`config.mk`:
```
export PLATFORM = sky130hd
export DESIGN_NAME = if_fetch_queue
export DESIGN_NICKNAME = d
export VERILOG_FILES = /design/src/rtl/if_pkg.sv /design/src/rtl/if_fifo.sv /design/src/rtl/if_fetch_queue.sv
export SDC_FILE = /design/constraint.sdc
export NUM_CORES = 1
export LEC_CHECK = 0
export BUFFER_PORTS_ARGS = -buffer_cell sky130_fd_sc_hd__buf_2
export CAP_MARGIN = 40
export CORE_UTILIZATION = 57
export DETAILED_ROUTE_END_ITERATION = 16
export PLACE_DENSITY = 0.78
export SLEW_MARGIN = 40
export SYNTH_ARGS = -nofsm -noshare
export SYNTH_HDL_FRONTEND = slang
export SYNTH_HIERARCHICAL = 1
export SYNTH_SLANG_ARGS = --single-unit
```
`constraint.sdc`:
```
create_clock -name clk -period 4.6 [get_ports clk]
set_clock_uncertainty 0.15 [all_clocks]
set_input_delay 0.23 -clock clk [delete_from_list [all_inputs] [get_ports clk]]
set_output_delay 0.23 -clock clk [all_outputs]
set_load 0.01 [all_outputs]
```
`src/rtl/if_pkg.sv`:
```
// Shared types for the instruction-fetch queue: FSM states, queue entry layout
// and the sequential PC increment.
package if_pkg;

    typedef enum logic [1:0] {
        IDLE  = 2'd0,
        FETCH = 2'd1,
        WAIT  = 2'd2,
        DRAIN = 2'd3
    } fetch_state_t;

    localparam int IF_XLEN = 32;
    localparam int PC_INC  = 4;

    typedef struct packed {
        logic [IF_XLEN-1:0] pc;
        logic [IF_XLEN-1:0] ir;
    } if_entry_t;

endpackage

```
`src/rtl/if_fifo.sv`:
```
// Circular buffer of fetched instructions; head/tail wrap at QDEPTH (power of two).
// Flush empties the buffer on the next clock edge.
module if_fifo
    import if_pkg::*;
#(
    parameter int  QDEPTH  = 4,
    parameter type entry_t = if_entry_t,
    localparam int PW      = $clog2(QDEPTH),
    localparam int CW      = $clog2(QDEPTH) + 1
) (
    input  logic          clk,
    input  logic          rst,
    input  logic          flush,
    input  logic          enq,
    input  entry_t        enq_data,
    input  logic          deq,
    output entry_t        head_entry,
    output logic [CW-1:0] count
);

    entry_t        mem [QDEPTH];
    logic [PW-1:0] head;
    logic [PW-1:0] tail;
    logic          do_enq;
    logic          do_deq;

    assign do_enq     = enq && (count != CW'(QDEPTH));
    assign do_deq     = deq && (count != '0);
    assign head_entry = mem[head];

    always_ff @(posedge clk or posedge rst) begin
        if (rst) begin
            head  <= '0;
            tail  <= '0;
            count <= '0;
        end else if (flush) begin
            head  <= '0;
            tail  <= '0;
            count <= '0;
        end else begin
            if (do_enq) tail <= tail + PW'(1);
            if (do_deq) head <= head + PW'(1);
            case ({do_enq, do_deq})
                2'b10:   count <= count + CW'(1);
                2'b01:   count <= count - CW'(1);
                default: count <= count;
            endcase
        end
    end

    // Payload storage carries no reset; validity is tracked by count alone.
    always_ff @(posedge clk) begin
        if (do_enq && !flush) mem[tail] <= enq_data;
    end

endmodule

```
`src/rtl/if_fetch_queue.sv`:
```
// Instruction-fetch unit: one outstanding imem request, QDEPTH-entry instruction queue,
// redirect flush with stale-response drain. Optional IF_BYPASS_EN adds a memory-to-decode bypass.
module if_fetch_queue
    import if_pkg::*;
#(
    parameter int              XLEN     = 32,
    parameter int              QDEPTH   = 4,
    parameter logic [XLEN-1:0] RESET_PC = '0
) (
    input  logic            clk,
    input  logic            rst,
    input  logic            redirect_valid,
    input  logic [XLEN-1:0] redirect_pc,
    output logic            imem_req_valid,
    input  logic            imem_req_ready,
    output logic [XLEN-1:0] imem_addr,
    input  logic            imem_resp_valid,
    input  logic [XLEN-1:0] imem_resp_data,
    input  logic            deq_ready,
    output logic            out_valid,
    output logic [XLEN-1:0] out_pc,
    output logic [XLEN-1:0] out_npc,
    output logic [XLEN-1:0] out_ir
);

    localparam int              CW  = $clog2(QDEPTH) + 1;
    localparam logic [XLEN-1:0] INC = XLEN'(PC_INC);

    typedef struct packed {
        logic [XLEN-1:0] pc;
        logic [XLEN-1:0] ir;
    } entry_t;

    fetch_state_t    state;
    fetch_state_t    state_n;
    logic [XLEN-1:0] fetch_pc;
    logic [XLEN-1:0] fetch_pc_n;
    logic [CW-1:0]   count;
    entry_t          head_entry;
    entry_t          enq_entry;
    logic            req_fire;
    logic            resp_take;
    logic            byp_hit;
    logic            enq;
    logic            deq;

    assign imem_addr      = {fetch_pc[XLEN-1:2], 2'b00};
    assign imem_req_valid = (state == FETCH) && (count < CW'(QDEPTH));
    assign req_fire       = imem_req_valid && imem_req_ready;
    assign resp_take      = (state == WAIT) && imem_resp_valid && !redirect_valid;

`ifdef IF_BYPASS_EN
    assign byp_hit = resp_take && (count == '0);
`else
    assign byp_hit = 1'b0;
`endif

    // A bypassed instruction that decode accepts never occupies a queue slot.
    assign enq       = resp_take && !(byp_hit && deq_ready);
    assign deq       = (count != '0) && deq_ready && !redirect_valid;
    assign enq_entry = '{pc: fetch_pc, ir: imem_resp_data};

    if_fifo #(
        .QDEPTH  (QDEPTH),
        .entry_t (entry_t)
    ) u_fifo (
        .clk        (clk),
        .rst        (rst),
        .flush      (redirect_valid),
        .enq        (enq),
        .enq_data   (enq_entry),
        .deq        (deq),
        .head_entry (head_entry),
        .count      (count)
    );

    assign out_valid = (count != '0) || byp_hit;
    assign out_npc   = out_valid ? out_pc + INC : '0;

    always_comb begin
        out_pc = '0;
        out_ir = '0;
        if (byp_hit) begin
            out_pc = fetch_pc;
            out_ir = imem_resp_data;
        end else if (count != '0) begin
            out_pc = head_entry.pc;
            out_ir = head_entry.ir;
        end
    end

    always_comb begin
        state_n    = state;
        fetch_pc_n = fetch_pc;
        case (state)
            IDLE:    state_n = FETCH;
            FETCH:   if (req_fire) state_n = WAIT;
            WAIT: begin
                if (imem_resp_valid) begin
                    state_n    = FETCH;
                    fetch_pc_n = fetch_pc + INC;
                end
            end
            DRAIN:   if (imem_resp_valid) state_n = FETCH;
            default: state_n = IDLE;
        endcase
        // Redirect wins; anything in flight at this point belongs to the old path.
        if (redirect_valid) begin
            fetch_pc_n = {redirect_pc[XLEN-1:2], 2'b00};
            if (state == WAIT || state == DRAIN) begin
                state_n = imem_resp_valid ? FETCH : DRAIN;
            end else begin
                state_n = req_fire ? DRAIN : FETCH;
            end
        end
    end

    always_ff @(posedge clk or posedge rst) begin
        if (rst) begin
            state    <= IDLE;
            fetch_pc <= RESET_PC;
        end else begin
            state    <= state_n;
            fetch_pc <= fetch_pc_n;
        end
    end

endmodule

```
==> flow_results.xml <==
<?xml version="1.0" encoding="UTF-8"?>
<metrics>
  <group name="status">
    <metric name="run_status" unit="">finished, final reports clean</metric>
  </group>
  <group name="power">
    <metric name="design_power_total" unit="mW">5.64</metric>
    <metric name="worst_ir_drop_vdd" unit="V">0.000269</metric>
    <metric name="leakage" unit="nW">5.77</metric>
    <metric name="powerDensity" unit="nW/µm²">360</metric>
  </group>
  <group name="clocking">
    <metric name="cts.clk_slew.worst_paths" unit="ns">0.06</metric>
    <metric name="cts_resized" unit="">0</metric>
    <metric name="cts_hold_buffers" unit="">68</metric>
    <metric name="cts_tree" unit="">built</metric>
    <metric name="post-cts-setup-buffer-count" unit="">0</metric>
    <metric name="clockBufferDepth" unit="">3</metric>
    <metric name="clock_sink_count" unit="">295</metric>
    <metric name="cts_max_level" unit="">1</metric>
    <metric name="cts_made_buffers" unit="">29</metric>
    <metric name="clk_latency" unit="ns">0.53</metric>
    <metric name="cts_root_buffer" unit="">sky130_fd_sc_hd__clkbuf_16</metric>
  </group>
  <group name="synth">
    <metric name="async_set_or_reset_flop_fraction_in_the_synthesized_netlist" unit="%">13.2</metric>
    <metric name="ys_types" unit="">45</metric>
    <metric name="synth_enable_flop_cells" unit="">256</metric>
    <metric name="yosys_warnings" unit="">6</metric>
    <metric name="muxShareOfSynthArea" unit="%">11.6</metric>
    <metric name="synth-xor-area-share" unit="%">4.07</metric>
    <metric name="seq_area_frac_synth" unit="%">68.3</metric>
    <metric name="synth-compound-area-share" unit="%">2.20</metric>
    <metric name="cells_after_synth" unit="">788</metric>
    <metric name="yosys.area_share.adder" unit="%">0.750</metric>
    <metric name="syn-mean-instance-area" unit="µm²">16.1</metric>
    <metric name="postSynthRegisterBits" unit="">295</metric>
    <metric name="synth_simple_gate_area_share" unit="%">10.8</metric>
    <metric name="post_synth_instance_area" unit="µm²">12700</metric>
    <metric name="synth-main-ff-cell" unit="">sky130_fd_sc_hd__edfxtp_1</metric>
    <metric name="main_combinational_cell_family_by_area_after_synthesis" unit="">multiplexers</metric>
  </group>
  <group name="layout">
    <metric name="layout.nets" unit="">1138</metric>
    <metric name="n_fill_cell" unit="">1403</metric>
    <metric name="layout-drive-gt1-share" unit="%">30.8</metric>
    <metric name="flow.area_growth_from_synthesis" unit="%">23.4</metric>
    <metric name="final_cell_count_no_fill" unit="">1363</metric>
    <metric name="antenna-diode-count" unit="">0</metric>
  </group>
  <group name="floorplan">
    <metric name="floorplan.die_area" unit="µm²">22900</metric>
    <metric name="floorplan.rows" unit="">54</metric>
    <metric name="effective_utilization_at_floorplan" unit="%">58.1</metric>
    <metric name="die_y" unit="µm">151</metric>
    <metric name="dieWidth" unit="µm">151</metric>
    <metric name="design.portCount" unit="">200</metric>
    <metric name="floorplan.core_area" unit="µm²">21800</metric>
  </group>
  <group name="sta">
    <metric name="final.hold.worst_slack" unit="ns">0.0630</metric>
    <metric name="timing_max_transition_violations_final" unit="">0</metric>
    <metric name="layout_min_cycle_time" unit="ns">3.95</metric>
    <metric name="timing.final.ws_setup" unit="ns">0.646</metric>
    <metric name="timing.fmax" unit="MHz">253</metric>
    <metric name="hold_viol_final" unit="">0</metric>
    <metric name="setup_viol_count_final" unit="">0</metric>
    <metric name="period_share" unit="%">86.0</metric>
    <metric name="final.setup.tns" unit="ns">0</metric>
    <metric name="slew_headroom" unit="%">46.9</metric>
    <metric name="grt_setup_unrepaired" unit="">false</metric>
    <metric name="worstMarginPinSlew" unit="ns">0.791</metric>
  </group>
  <group name="setup_path">
    <metric name="cp.arrival" unit="ns">3.57</metric>
    <metric name="crit_slowest_cell" unit="">sky130_fd_sc_hd__dfrtp_4</metric>
    <metric name="setup.worst_path.start_class" unit="">flip-flop</metric>
    <metric name="critical_path.max_fanout" unit="">25</metric>
    <metric name="slowest_delay" unit="ns">0.75</metric>
    <metric name="cp-end-kind" unit="">output pin</metric>
    <metric name="setup.worst_path.class" unit="">reg -&gt; out</metric>
    <metric name="cp_cell_sequence" unit="">buf_4 -&gt; mux4_2 -&gt; and4_1 -&gt; nor4b_2 -&gt; nand4_1 -&gt; xor2_1 -&gt; nor2_1 -&gt; buf_2</metric>
    <metric name="required" unit="ns">4.22</metric>
  </group>
  <group name="global_route">
    <metric name="grt_overflow_total" unit="">0</metric>
    <metric name="grt_pass1_wl" unit="mm">40.7</metric>
    <metric name="grt_max_degree" unit="">68</metric>
    <metric name="gr-usage-all-layers" unit="%">23.8</metric>
    <metric name="initial_antenna_violation_count" unit="">0</metric>
    <metric name="first_global_vias" unit="">7714</metric>
  </group>
  <group name="place">
    <metric name="dp_cells" unit="">1242</metric>
    <metric name="post-place-ws" unit="ns">1.17</metric>
    <metric name="dp_hpwl" unit="mm">16.4</metric>
    <metric name="io_buffer_count" unit="">195</metric>
    <metric name="routabilityCongestion" unit="">0.821</metric>
  </group>
  <group name="job">
    <metric name="max_cap_viol_count" unit="">0</metric>
  </group>
  <group name="detailed_routing">
    <metric name="drt-total-wl" unit="mm">26.6</metric>
    <metric name="drtIter0Drc" unit="">481</metric>
    <metric name="ant_nets" unit="">0</metric>
    <metric name="avgViaCountPerCell" unit="">5.64</metric>
    <metric name="detailedRoute.firstPassIterationCount" unit="">5</metric>
    <metric name="drcViolationCount" unit="">0</metric>
    <metric name="routed-via-count" unit="">7693</metric>
    <metric name="wl_per_cell" unit="µm">19.5</metric>
  </group>
  <group name="worst_hold_path">
    <metric name="worst_hold_path_type" unit="">in -&gt; async</metric>
  </group>
</metrics>
[registers in the layout (all words and copies together) (netlist names)]
register / count
state: 2
u_fifo/count: 3
u_fifo/head: 2
fetch_pc: 30
u_fifo/tail: 2
u_fifo/mem: 256
[power breakdown]
group	total, mW	switching, mW	internal (mW)
Combinational	0.214	0.104	0.110
Clock	2.41	0.924	1.49
Sequential	3.02	0.0622	2.95
Total	5.64	1.09	4.55
[placed cells by master, fill, tap and decap left out, types with 7 or more instances in the layout]
master and instances:
sky130_fd_sc_hd__and2_1 66, sky130_fd_sc_hd__and3_1 12, sky130_fd_sc_hd__buf_2 195, sky130_fd_sc_hd__buf_4 10, sky130_fd_sc_hd__clkbuf_1 7, sky130_fd_sc_hd__clkbuf_16 31, sky130_fd_sc_hd__conb_1 10, sky130_fd_sc_hd__dfrtp_1 37
sky130_fd_sc_hd__dlygate4sd3_1 68, sky130_fd_sc_hd__edfxtp_1 256, sky130_fd_sc_hd__inv_1 10, sky130_fd_sc_hd__mux4_2 64, sky130_fd_sc_hd__nand2_1 48, sky130_fd_sc_hd__nand3_1 23, sky130_fd_sc_hd__nand4_1 24, sky130_fd_sc_hd__nor2_1 46
sky130_fd_sc_hd__nor3_1 8, sky130_fd_sc_hd__o21ai_0 13, sky130_fd_sc_hd__o21ai_1 24, sky130_fd_sc_hd__xnor2_1 22, sky130_fd_sc_hd__xor2_1 37
[through the flow]
stage | utilization (%) | area, µm²
global route | 71.7 | 15700
detailed placement | 64.0 | 14000
floorplan | - | 12700
CTS | 71.7 | 15700
global placement | 63.8 | 13900
finish | 71.7 | 15700
[final timing paths]
path | slack [ns] | to | depth (start not counted) | from
min in group clk | 0.19 | u_fifo/tail[0] | 6 | redirect_valid
hold reg to reg | 0.46 | state[0] | 2 | state[0]
hold / removal | 0.06 | u_fifo/count[2] | 3 | rst
max in group asynchronous | 3.51 | fetch_pc[16] | 4 | rst
setup / recovery | 0.65 | out_npc[30] | 8 | u_fifo/head[0]
setup reg to reg | 1.21 | u_fifo/count[2] | 11 | u_fifo/count[2]
[synth_stat cells (20+ instances only)]
cell                       count  area share (%)
sky130_fd_sc_hd__edfxtp_1    256              61
sky130_fd_sc_hd__xnor2_1      22             1.5
sky130_fd_sc_hd__nor2_1       46             1.4
sky130_fd_sc_hd__nand4_1      24             1.2
sky130_fd_sc_hd__nand3_1      23            0.91
sky130_fd_sc_hd__dfrtp_1      39             7.7
sky130_fd_sc_hd__nand2_1      48             1.4
sky130_fd_sc_hd__o21ai_1      24            0.95
sky130_fd_sc_hd__mux4_2       64              11
sky130_fd_sc_hd__xor2_1       37             2.6
sky130_fd_sc_hd__and2_1       70             3.5
sky130_fd_sc_hd__clkbuf_1     20            0.59
[worst max-delay path: cells and delay by family, from the launching register on]
family	cells	cell delay, ns
xor gates and xnor gates	1	0.17
buffers and inverters	2	0.56
DFF	1	0.75
muxes	1	0.35
and+or+nand+nor	4	1.20
[per-layer routing]
metal,wire length (µm),vias to the layer above,track usage (%)
met5,0,-,0
met2,13500,325,41.1
met3,2050,33,4.61
li1,-,3532,-
met4,538,0,7.60
met1,10500,3803,30.4
[final cells by class]
type                    instances  area (µm²)  area share [%]
clock buffers                  44         885            5.65
multi-input cells             447        3780            24.1
clock inverters                 9         120           0.767
flip-flops and latches        295        8670            55.4
repair buffers                277        1810            11.6
inverters                      11        41.3           0.264
well taps                     280         350            2.24
[cell families after synthesis]
group	after synthesis
flops	295
simple gates	254
mux	67
xor+xnor	59
buf+inv	55
compound gates	50
fa+ha+maj	7
other cells	1
Power figures use the tool's default switching activity.
